**src/rtl/mem_port_arbiter_if.sv**
```systemverilog
// Bundle of requester, memory and status signals around the shared memory port.
// The slave modport is the arbiter's view; the master modport is the requesters plus memory.
interface mem_port_arbiter_if #(
  parameter int DATA_W = 16,
  parameter int ADDR_W = 16
) ();
  logic              cpu_req;
  logic              cpu_we;
  logic [ADDR_W-1:0] cpu_addr;
  logic [DATA_W-1:0] cpu_wdata;
  logic              cpu_ready;
  logic [DATA_W-1:0] cpu_rdata;
  logic              dma_req;
  logic              dma_we;
  logic [ADDR_W-1:0] dma_addr;
  logic [DATA_W-1:0] dma_wdata;
  logic              dma_ready;
  logic [DATA_W-1:0] dma_rdata;
  logic              mem_en;
  logic              mem_we;
  logic [ADDR_W-1:0] mem_addr;
  logic [DATA_W-1:0] mem_wdata;
  logic [DATA_W-1:0] mem_rdata;
  logic              busy;
  logic              owner;

  modport slave (
    input  cpu_req, cpu_we, cpu_addr, cpu_wdata,
    input  dma_req, dma_we, dma_addr, dma_wdata,
    input  mem_rdata,
    output cpu_ready, cpu_rdata, dma_ready, dma_rdata,
    output mem_en, mem_we, mem_addr, mem_wdata,
    output busy, owner
  );

  modport master (
    output cpu_req, cpu_we, cpu_addr, cpu_wdata,
    output dma_req, dma_we, dma_addr, dma_wdata,
    output mem_rdata,
    input  cpu_ready, cpu_rdata, dma_ready, dma_rdata,
    input  mem_en, mem_we, mem_addr, mem_wdata,
    input  busy, owner
  );
endinterface

```
**src/rtl/mem_port_arbiter.sv**
```systemverilog
// Shares one fixed-latency single-port memory between the CPU and a DMA loader:
// one transaction at a time, round-robin on contention, one-cycle ready pulse on completion.
module mem_port_arbiter #(
  parameter int DATA_W  = 16,
  parameter int ADDR_W  = 16,
  parameter int MEM_LAT = 2
) (
  input  logic                clk,
  input  logic                reset,
  mem_port_arbiter_if.slave   bus
);

  if (MEM_LAT < 1 || MEM_LAT > 15) begin : g_bad_lat
    $error("mem_port_arbiter: MEM_LAT must be in 1..15");
  end

  typedef enum logic [1:0] {S_IDLE, S_ISSUE, S_WAIT, S_DONE} state_t;

  state_t            state, state_nxt;
  logic [3:0]        cnt;
  logic              last_grant;
  logic              owner_q;
  logic              we_q;
  logic [ADDR_W-1:0] addr_q;
  logic [DATA_W-1:0] wdata_q;
  logic [DATA_W-1:0] cpu_rdata_q;
  logic [DATA_W-1:0] dma_rdata_q;
  logic              gnt_cpu, gnt_dma, capture;

  always_ff @(posedge clk) begin
    if (!reset) state <= S_IDLE;
    else        state <= state_nxt;
  end

  always_comb begin
    state_nxt     = state;
    gnt_cpu       = 1'b0;
    gnt_dma       = 1'b0;
    capture       = 1'b0;
    bus.mem_en    = 1'b0;
    bus.mem_we    = 1'b0;
    bus.cpu_ready = 1'b0;
    bus.dma_ready = 1'b0;
    case (state)
      S_IDLE: begin
        // On a tie the requester that did not win last time goes first.
        if (bus.cpu_req && (!bus.dma_req || last_grant)) gnt_cpu = 1'b1;
        else if (bus.dma_req)                            gnt_dma = 1'b1;
        if (gnt_cpu || gnt_dma) state_nxt = S_ISSUE;
      end
      S_ISSUE: begin
        bus.mem_en = 1'b1;
        bus.mem_we = we_q;
        state_nxt  = S_WAIT;
      end
      S_WAIT: begin
        if (cnt == 4'd0) begin
          capture   = 1'b1;
          state_nxt = S_DONE;
        end
      end
      S_DONE: begin
        bus.cpu_ready = !owner_q;
        bus.dma_ready = owner_q;
        state_nxt     = S_IDLE;
      end
      default: state_nxt = S_IDLE;
    endcase
  end

  always_ff @(posedge clk) begin
    if (!reset) begin
      cnt         <= 4'd0;
      last_grant  <= 1'b1;
      owner_q     <= 1'b0;
      we_q        <= 1'b0;
      addr_q      <= '0;
      wdata_q     <= '0;
      cpu_rdata_q <= '0;
      dma_rdata_q <= '0;
    end else begin
      if (gnt_cpu) begin
        we_q       <= bus.cpu_we;
        addr_q     <= bus.cpu_addr;
        wdata_q    <= bus.cpu_wdata;
        owner_q    <= 1'b0;
        last_grant <= 1'b0;
      end else if (gnt_dma) begin
        we_q       <= bus.dma_we;
        addr_q     <= bus.dma_addr;
        wdata_q    <= bus.dma_wdata;
        owner_q    <= 1'b1;
        last_grant <= 1'b1;
      end
      if (state == S_ISSUE)                  cnt <= 4'(MEM_LAT - 1);
      else if (state == S_WAIT && cnt != 0)  cnt <= cnt - 4'd1;
      // Writes complete without touching the requester's read-data register.
      if (capture && !we_q) begin
        if (owner_q) dma_rdata_q <= bus.mem_rdata;
        else         cpu_rdata_q <= bus.mem_rdata;
      end
    end
  end

  assign bus.mem_addr  = addr_q;
  assign bus.mem_wdata = wdata_q;
  assign bus.cpu_rdata = cpu_rdata_q;
  assign bus.dma_rdata = dma_rdata_q;
  assign bus.owner     = owner_q;
  assign bus.busy      = (state != S_IDLE);

endmodule

```
**src/flat_wrapper.sv**
```systemverilog
// flat-port wrapper written by rule: the top's interface ports become plain ports
module mem_port_arbiter_flat 
#(
  parameter int DATA_W  = 16,
  parameter int ADDR_W  = 16,
  parameter int MEM_LAT = 2
)
  (clk, reset, bus_cpu_req, bus_cpu_we, bus_cpu_addr, bus_cpu_wdata, bus_dma_req, bus_dma_we, bus_dma_addr, bus_dma_wdata, bus_mem_rdata, bus_cpu_ready, bus_cpu_rdata, bus_dma_ready, bus_dma_rdata, bus_mem_en, bus_mem_we, bus_mem_addr, bus_mem_wdata, bus_busy, bus_owner);
  mem_port_arbiter_if #(.DATA_W(DATA_W), .ADDR_W(ADDR_W)) bus_i ();
  input  logic clk;
  input  logic reset;
  input wire logic [$bits(bus_i.cpu_req)-1:0] bus_cpu_req;
  input wire logic [$bits(bus_i.cpu_we)-1:0] bus_cpu_we;
  input wire logic [$bits(bus_i.cpu_addr)-1:0] bus_cpu_addr;
  input wire logic [$bits(bus_i.cpu_wdata)-1:0] bus_cpu_wdata;
  input wire logic [$bits(bus_i.dma_req)-1:0] bus_dma_req;
  input wire logic [$bits(bus_i.dma_we)-1:0] bus_dma_we;
  input wire logic [$bits(bus_i.dma_addr)-1:0] bus_dma_addr;
  input wire logic [$bits(bus_i.dma_wdata)-1:0] bus_dma_wdata;
  input wire logic [$bits(bus_i.mem_rdata)-1:0] bus_mem_rdata;
  output wire logic [$bits(bus_i.cpu_ready)-1:0] bus_cpu_ready;
  output wire logic [$bits(bus_i.cpu_rdata)-1:0] bus_cpu_rdata;
  output wire logic [$bits(bus_i.dma_ready)-1:0] bus_dma_ready;
  output wire logic [$bits(bus_i.dma_rdata)-1:0] bus_dma_rdata;
  output wire logic [$bits(bus_i.mem_en)-1:0] bus_mem_en;
  output wire logic [$bits(bus_i.mem_we)-1:0] bus_mem_we;
  output wire logic [$bits(bus_i.mem_addr)-1:0] bus_mem_addr;
  output wire logic [$bits(bus_i.mem_wdata)-1:0] bus_mem_wdata;
  output wire logic [$bits(bus_i.busy)-1:0] bus_busy;
  output wire logic [$bits(bus_i.owner)-1:0] bus_owner;
  assign bus_i.cpu_req = bus_cpu_req;
  assign bus_i.cpu_we = bus_cpu_we;
  assign bus_i.cpu_addr = bus_cpu_addr;
  assign bus_i.cpu_wdata = bus_cpu_wdata;
  assign bus_i.dma_req = bus_dma_req;
  assign bus_i.dma_we = bus_dma_we;
  assign bus_i.dma_addr = bus_dma_addr;
  assign bus_i.dma_wdata = bus_dma_wdata;
  assign bus_i.mem_rdata = bus_mem_rdata;
  assign bus_cpu_ready = bus_i.cpu_ready;
  assign bus_cpu_rdata = bus_i.cpu_rdata;
  assign bus_dma_ready = bus_i.dma_ready;
  assign bus_dma_rdata = bus_i.dma_rdata;
  assign bus_mem_en = bus_i.mem_en;
  assign bus_mem_we = bus_i.mem_we;
  assign bus_mem_addr = bus_i.mem_addr;
  assign bus_mem_wdata = bus_i.mem_wdata;
  assign bus_busy = bus_i.busy;
  assign bus_owner = bus_i.owner;
  mem_port_arbiter #(.DATA_W(DATA_W), .ADDR_W(ADDR_W), .MEM_LAT(MEM_LAT)) u_core (.clk(clk), .reset(reset), .bus(bus_i));
endmodule
```
**config.mk**
```make
export PLATFORM = sky130hd
export DESIGN_NAME = mem_port_arbiter_flat
export DESIGN_NICKNAME = d
export VERILOG_FILES = /design/src/rtl/mem_port_arbiter_if.sv /design/src/rtl/mem_port_arbiter.sv /design/src/flat_wrapper.sv
export SDC_FILE = /design/constraint.sdc
export NUM_CORES = 1
export LEC_CHECK = 0
export ABC_CLOCK_PERIOD_IN_PS = 2200
export BUFFER_PORTS_ARGS = -buffer_cell sky130_fd_sc_hd__buf_2
export CAP_MARGIN = 5
export CORE_ASPECT_RATIO = 1.2
export CORE_MARGIN = 4
export CORE_UTILIZATION = 46
export DETAILED_ROUTE_END_ITERATION = 7
export PLACE_DENSITY_LB_ADDON = 0.25
export SYNTH_ARGS = -nofsm -noshare
export SYNTH_HDL_FRONTEND = slang
export SYNTH_SLANG_ARGS = --single-unit
export TNS_END_PERCENT = 30
```
**constraint.sdc**
```tcl
create_clock -name clk -period 2.2 [get_ports clk]
set_input_delay 0.11 -clock clk [delete_from_list [all_inputs] [get_ports clk]]
set_output_delay 0.11 -clock clk [all_outputs]
set_load 0.02 [all_outputs]
```
* After elaboration in Yosys (flattened, before gate mapping)
Cells that the tools add are included.
** Word-level totals
- Register bits :: 73
- Output and inout bits :: 70
- Logic and storage cells :: 63
- Input bits :: 86
** Cells by class
- Muxes and demuxes :: 26
- Add/sub/neg operators :: 1
- Reduce and logical (&&, ||, !) cells :: 19
- Bitwise operators :: 2
- Eq/ne operators :: 5
** Operators by type and width (count)
- $mux 16 :: 4
- $mux 1 :: 19
- $pmux 2 s4 :: 1
- $reduce_and 2->1 :: 3
- $reduce_bool 2->1 :: 3
- $eq 2x2->1 const B :: 2
- $logic_not 4->1 :: 1
- $mux 2 :: 2
- $ne 2x1->1 const B :: 2
- $reduce_bool 4->1 :: 1
- $reduce_or 2->1 :: 2
- $sub 4x1->4 const B :: 1
- $logic_and 1x1->1 :: 3
- $logic_not 1->1 :: 3
- $eq 2x1->1 const B :: 1
- $logic_not 2->1 :: 1
- $logic_or 1x1->1 :: 2
- $not 1->1 :: 2

* Longest topological paths before layout
Gate-level depths: netlist (run 1).
- Depth after elaboration :: 8
- Depth in mapped cells :: 8
- Gate-level depth less buffers :: 5

* Least setup slack after synthesis (run 1)
Ideal clock, no wire load.
- Path type :: reg2reg
- Start point :: register u_core.cnt[0]
- End point :: register u_core.dma_rdata_q[10] (netlist: u_core.bus.dma_rdata[10])
- Required time :: 2082 ps
- Slack :: 280 ps
- Path buffers :: 3
- Stages on the path, launching flop included :: 9
- Setup time :: 118 ps
- Arrival :: 1802 ps
- Path through :: dfxtp_1 > inv_1 > ha_1 > or3b_1 > buf_6 > or4_4 > buf_6 > buf_12 > mux2i_1
** On the way
- Cells in the longest elaborated chain, start to end :: 5
** RTL lines
- start, declared :: RTL line mem_port_arbiter.sv:20 : logic [3:0] cnt;
- start signal, assigned :: RTL line mem_port_arbiter.sv:95 : if (state == S_ISSUE) cnt <= 4'(MEM_LAT - 1);
- start signal, assigned :: RTL line mem_port_arbiter.sv:96 : else if (state == S_WAIT && cnt != 0) cnt <= cnt - 4'd1;
- $logic_not 4->1 :: RTL line mem_port_arbiter.sv:57 : if (cnt == 4'd0) begin
- $mux 1 :: RTL line mem_port_arbiter.sv:57
- $mux 1 :: RTL line mem_port_arbiter.sv:44 : case (state)
- $logic_and 1x1->1 :: RTL line mem_port_arbiter.sv:98 : if (capture && !we_q) begin
- $reduce_and 2->1 (no line)
- end signal, assigned :: RTL line mem_port_arbiter.sv:99 : if (owner_q) dma_rdata_q <= bus.mem_rdata;
- end, declared :: RTL line mem_port_arbiter.sv:27 : logic [DATA_W-1:0] dma_rdata_q;
Every way passes these cells.
A chain may end at the register's enable or synchronous reset.

* Final worst setup path (run 1)
- Start point :: register u_core.state[0]
- End point :: register u_core.dma_rdata_q[8] (netlist: u_core.bus.dma_rdata[8])
** On the way
- Cells in the longest elaborated chain, start to end :: 4
** RTL lines
- start, declared :: RTL line mem_port_arbiter.sv:19 : state_t state, state_nxt;
- start signal, assigned :: RTL line mem_port_arbiter.sv:32 : else state <= state_nxt;
- $eq 2x2->1 :: RTL line mem_port_arbiter.sv:44
- $mux 1 :: RTL line mem_port_arbiter.sv:44
- $logic_and 1x1->1 :: RTL line mem_port_arbiter.sv:98
- $reduce_and 2->1 (no line)
Every way passes these cells.

==> out/results.ini, run 1 <==
[status]
status = complete, no violations

[floorplanning]
core_area_um2 = 6810
pin_count = 156
die_area_um2 = 8410
die_h_um = 99.7
dieWidth_um = 84.4
rows = 33
start_util_pct = 47.3

[placed_design]
gp_congestion = 0.770
hpwlAfterDp_um = 6290
io_buffers = 155
pre_cts_ws_ps = 322
numPlacedInstances = 588

[global_route]
grt_pass1_wl_um = 13900
antenna_found_initial = 0
grt_max_degree = 43
grt_usage_pct = 20.1
grt_pass1_vias = 3027
overflow = 0

[logic_synthesis]
synth_compound_area_share_pct = 19.7
synth.largest_area_cell = dfxtp_1
yosysWarningCount = 0
synth_xor_area_share_pct = 0.272
ys_seq_elements = 73
syn-num-nets = 462
synth.distinct_cells = 36
synthCells = 371
syn_area_um2 = 3220
synth_top_family_by_area = compound AO/OA/AOI/OAI gates
synth-simple-area-share_pct = 15.0
netlist_top_cells_area = dfxtp_1 45%, mux2i_1 10%, o21ai_0 10%
synth_fa_ha_area_share_pct = 1.94
syn_avg_cell_area_um2 = 8.68
synth-seq-area-share_pct = 45.4
muxShareOfSynthArea_pct = 10.3
synth_top_cell_area_share_pct = 45.4

[clocking]
post_cts.repair.setup_buffers = 0
cts_root_buf = clkbuf_8
clk_pin_slew_worst_paths_ps = 80
cts_buffers = 9
clockBufferDepth = 2
cts_sinks = 73
cts_max_level = 3
clk_latency_ps = 330
cts_resized = 0
cts_tree = done
hold_buffers = 0

[setup_path]
arrival_ps = 2100
required_ps = 2410
cp_max_fo = 16
r2r_cells = 5
r2r_start = u_core.state[0]
critPathKind = reg2reg
reg2reg_slack_ps = 320
worstSetupEndpoint = u_core.bus.dma_rdata[8]
cp-start-kind = register
crit_path_end_kind = register
timing.rr.end = u_core.bus.dma_rdata[8]
crit_start = u_core.state[0]

[worst_hold_path]
hold_start = bus_cpu_wdata[5]
hold_depth = 3
hold_class = in2reg

[sta]
timing_hold_violations_final = 0
setup_viol = 0
relSlewSlack_pct = 71.9
fin_skew_ps = 14.2
rsz0062_at_grt = false
tns_ps = 0
period_minus_slack_ps = 1880
period_share_pct = 85.7
tightestPinTransition_ps = 421
report.final.slew_viol_count = 0
fmax_mhz = 531
setup_ws_ps = 315

[drt]
wl_um = 8540
drt_iter0_drc = 111
dr.pass1.iters = 5
avgViaCountPerCell = 5.24
routedWlPerCell_um = 14.1
wl_met3_um = 783
top_layer = met4
drcViolationCount = 0
vias = 3166
drt-met1-wl_um = 3490
antenna_left = 0
wl_met2_um = 4170

[final_layout]
antennaDiodeCount = 0
nNetsFinal = 603
final.fill_count = 614
multiInputGateArea_um2 = 1520
final_util_pct = 61.6
final_cell_count_no_fill = 604
drive_gt1_share_pct = 36.6
synthToLayoutAreaGrowth_pct = 30.2
regArea_um2 = 1460

[power_and_ir_drop]
leakage_nw = 2.02
finalPower_mw = 4.88
power_density_nw_per_um2 = 1160
ir_drop_mv = 0.558

[flow_run]
max-cap-violations = 0

## where the power goes
| group | switching [mW] | internal, mW |
|---|---|---|
| sequential | 0.189 | 1.66 |
| combinational | 1.34 | 0.788 |
| clock | 0.490 | 0.411 |
## kinds of logic (layout without fill, tap and decap cells)
kind of cell	after synthesis	after routing
xor gates and xnor gates	1	1
muxes	33	33
and+or+nand+nor	103	103
buffers and inverters	45	191
DFF	73	73
adders and majority gates	5	5
AOI/OAI and AO/OA	111	111
## flip-flops by register name, summed over array words and instances, names as in the netlist
register / count
u_core.bus.cpu_rdata: 16
u_core.bus.dma_rdata: 16
u_core.bus.mem_addr: 16
u_core.bus.mem_wdata: 16
u_core.cnt: 4
u_core.state: 2
u_core.bus.owner: 1
u_core.last_grant: 1
u_core.we_q: 1
## metal layers
layer  vias up  GRT usage (%)
met5         -              0
li1       1594              -
met1      1444           23.4
met4         0           6.58
met2       119           34.3
met3         9           7.46
## cells in the final DEF, fill, tap and decap left out, types with 3 or more instances in the layout
cell / count
a31oi_1: 33
and2_1: 3
buf_12: 3
buf_2: 155
buf_4: 9
clkbuf_8: 9
dfxtp_1: 73
ha_1: 5
inv_1: 8
mux2i_1: 33
nand2_1: 54
nand3_1: 33
nor2_1: 3
o21ai_0: 66
## synthesized netlist by cell type
cell	count
and3_2	1
xor2_1	1
nor2_1	3
nor3_1	1
nand2b_1	2
nand2_1	54
or3b_1	1
and2_1	3
clkbuf_8	1
clkbuf_4	1
buf_1	1
o221a_2	1
clkbuf_1	27
nor4_4	1
a22oi_1	1
a31oi_1	33
inv_1	8
o31a_1	1
o21a_1	1
o211ai_1	2
a32oi_1	1
a21oi_1	2
ha_1	5
a211oi_1	1
a41o_2	1
dfxtp_1	73
or4_4	1
nand3_1	33
mux2i_1	33
nor2b_1	3
buf_12	1
a311oi_1	1
buf_6	3
o21ai_0	66
dlymetal6s2s_1	2
buf_4	1
## critical path, stage by stage (launching register included)
cell and delay [ps]:
dfxtp_1 350, inv_1 90, ha_1 340, inv_1 140
or4_4 670, mux2i_1 170
## layout make-up
class / count / share of cell area, %
Clock buffer: 10 / 3.04
Clock inverter: 6 / 1.01
Inverter: 8 / 0.716
Multi-Input combinational cell: 253 / 36.3
Sequential cell: 73 / 34.8
Tap cell: 87 / 2.59
Timing Repair Buffer: 167 / 21.5
## worst min path at each step
stage / end / slack, ps
floorplan: u_core.bus.dma_rdata[0] / 270
global placement: u_core.bus.mem_wdata[14] / 380
detailed placement: u_core.bus.mem_wdata[13] / 390
CTS: u_core.bus.mem_wdata[9] / 20
global route: u_core.bus.mem_addr[12] / 8
finish: u_core.bus.mem_wdata[5] / 30
## through the flow
step,hold WS (ps),instance area [um2]
CTS,16.5,4200
detailed placement,387,4030
global route,8.00,4200
finish,33.1,4200
global placement,380,4030
floorplan,272,3220
No activity file was read; power rests on OpenSTA's default activity.
==> inputs of run 2 (changes only) <==
BUFFER_PORTS_ARGS = -buffer_cell sky130_fd_sc_hd__buf_4   (was -buffer_cell sky130_fd_sc_hd__buf_2)
==> out/results.ini, run 2 (synthesis results as in run 1) <==
[floorplanning]
pin_count = 156
core_area_um2 = 6810
start_util_pct = 47.3
rows = 33
die_h_um = 99.7
die_area_um2 = 8410
dieWidth_um = 84.4

[sta]
tightestPinTransition_ps = 500
rsz0062_at_grt = false
fin_skew_ps = 6.25
tns_ps = 0
relSlewSlack_pct = 66.7
setup_ws_ps = 314
fmax_mhz = 530
setup_viol = 0
timing_hold_violations_final = 0
period_minus_slack_ps = 1890
period_share_pct = 85.7
report.final.slew_viol_count = 0

[global_route]
top_usage_layer = met2
grt_pass1_wl_um = 14300
grt_usage_pct = 20.8
use_met3_pct = 6.96
overflow = 0
grtUsageMet2_pct = 36.9
grt_use_met1_pct = 23.4
grt_max_degree = 55
antenna_found_initial = 0
grt_pass1_vias = 3056

[flow_run]
max-cap-violations = 0

[worst_hold_path]
hold_class = in2reg
hold_end = u_core.bus.mem_wdata[9]
hold_start = bus_cpu_wdata[9]
hold_depth = 3

[setup_path]
crit_path_end_kind = register
cp-start-kind = register
timing.rr.end = u_core.bus.dma_rdata[8]
critPathKind = reg2reg
r2r_start = u_core.cnt[0]
reg2reg_slack_ps = 310
r2r_cells = 5
arrival_ps = 2110
required_ps = 2420
cp_max_fo = 16

[drt]
antenna_left = 0
wl_um = 9000
drt_iter0_drc = 136
routedWlPerCell_um = 14.9
avgViaCountPerCell = 5.36
dr.pass1.iters = 4
vias = 3232
drcViolationCount = 0

[final_layout]
antennaDiodeCount = 0
drive_gt1_share_pct = 36.6
final_cell_mix = 164 x buf_4, 73 x dfxtp_1, 66 x o21ai_0, 54 x nand2_1
final_cell_count_no_fill = 603
nNetsFinal = 602
final_common_cell = buf_4
synthToLayoutAreaGrowth_pct = 43.1

[clocking]
clockBufferDepth = 2
cts_resized = 0
cts_max_level = 3
cts_root_buf = clkbuf_8
cts_buffers = 9
post_cts.repair.setup_buffers = 0
clk_latency_ps = 340
cts_tree = done
clk_pin_slew_worst_paths_ps = 80
hold_buffers = 0
cts_sinks = 73

[power_and_ir_drop]
cellInternalPower_mw = 3.28
leakage_nw = 2.12
p_switching_mw = 2.07
swShare_pct = 38.7
power_frac_clock_pct = 21.5
power_density_nw_per_um2 = 1160
power_frac_seq_pct = 34.6
finalPower_mw = 5.35
ir_drop_mv = 0.761
pwr-share-comb_pct = 44.0

[placed_design]
io_buffers = 155
gp_congestion = 0.733
numPlacedInstances = 587
pre_cts_ws_ps = 318
hpwlAfterDp_um = 6630

[status]
status = complete, no violations

==> run 2: critical path: stages (launching register included) <==
cell,delay [ps]
dfxtp_1,310
inv_1,80
ha_1,170
or3b_1,420
or4_4,610
mux2i_1,170
==> run 2: layer usage <==
| layer | wire length [um] | share of wire, % |
|---|---|---|
| met5 | 0 | 0 |
| met4 | 36 | 0.40 |
| met3 | 815 | 9.1 |
| met2 | 4660 | 52 |
| met1 | 3490 | 39 |
==> run 2: area by class of cell <==
cell class | instances | area (um2)
Fill cell | 585 | 2200
Multi-Input combinational cell | 253 | 1520
Sequential cell | 73 | 1460
Timing Repair Buffer | 166 | 1270
Clock buffer | 9 | 124
Tap cell | 87 | 109
Clock inverter | 7 | 95.1
Inverter | 8 | 30.0
==> run 2: worst max-delay path by stage <==
stage                          from                       end  slack, ps  depth (start not counted)
finish                u_core.cnt[0]   u_core.bus.dma_rdata[8]        310                          5
global route        u_core.state[0]   u_core.bus.dma_rdata[9]        190                          5
CTS                   u_core.cnt[0]  u_core.bus.dma_rdata[13]        300                          5
detailed placement    u_core.cnt[0]  u_core.bus.dma_rdata[13]        320                          5
global placement      u_core.cnt[0]   u_core.bus.dma_rdata[3]        380                          5
floorplan             u_core.cnt[0]  u_core.bus.dma_rdata[10]        280                          8
==> run 2: stage by stage <==
| stage | hold WS [ps] | area [um2] | utilization, % |
|---|---|---|---|
| floorplan | 272 | 3220 | - |
| global placement | 387 | 4390 | 64.5 |
| detailed placement | 396 | 4390 | 64.5 |
| CTS | 23.3 | 4610 | 67.7 |
| global route | 30.6 | 4610 | 67.7 |
| finish | 38.6 | 4610 | 67.7 |
==> run 2: power by group through the flow <==
stage | Combinational, mW | Clock [mW] | Sequential, mW
2_1_floorplan | 1.12 | 0 | 2.20
3_3_place_gp | 2.33 | 0 | 1.86
3_5_place_dp | 2.37 | 0 | 1.87
4_1_cts | 2.37 | 1.17 | 1.85
5_1_grt | 2.56 | 1.21 | 1.89
6_report | 2.35 | 1.15 | 1.85
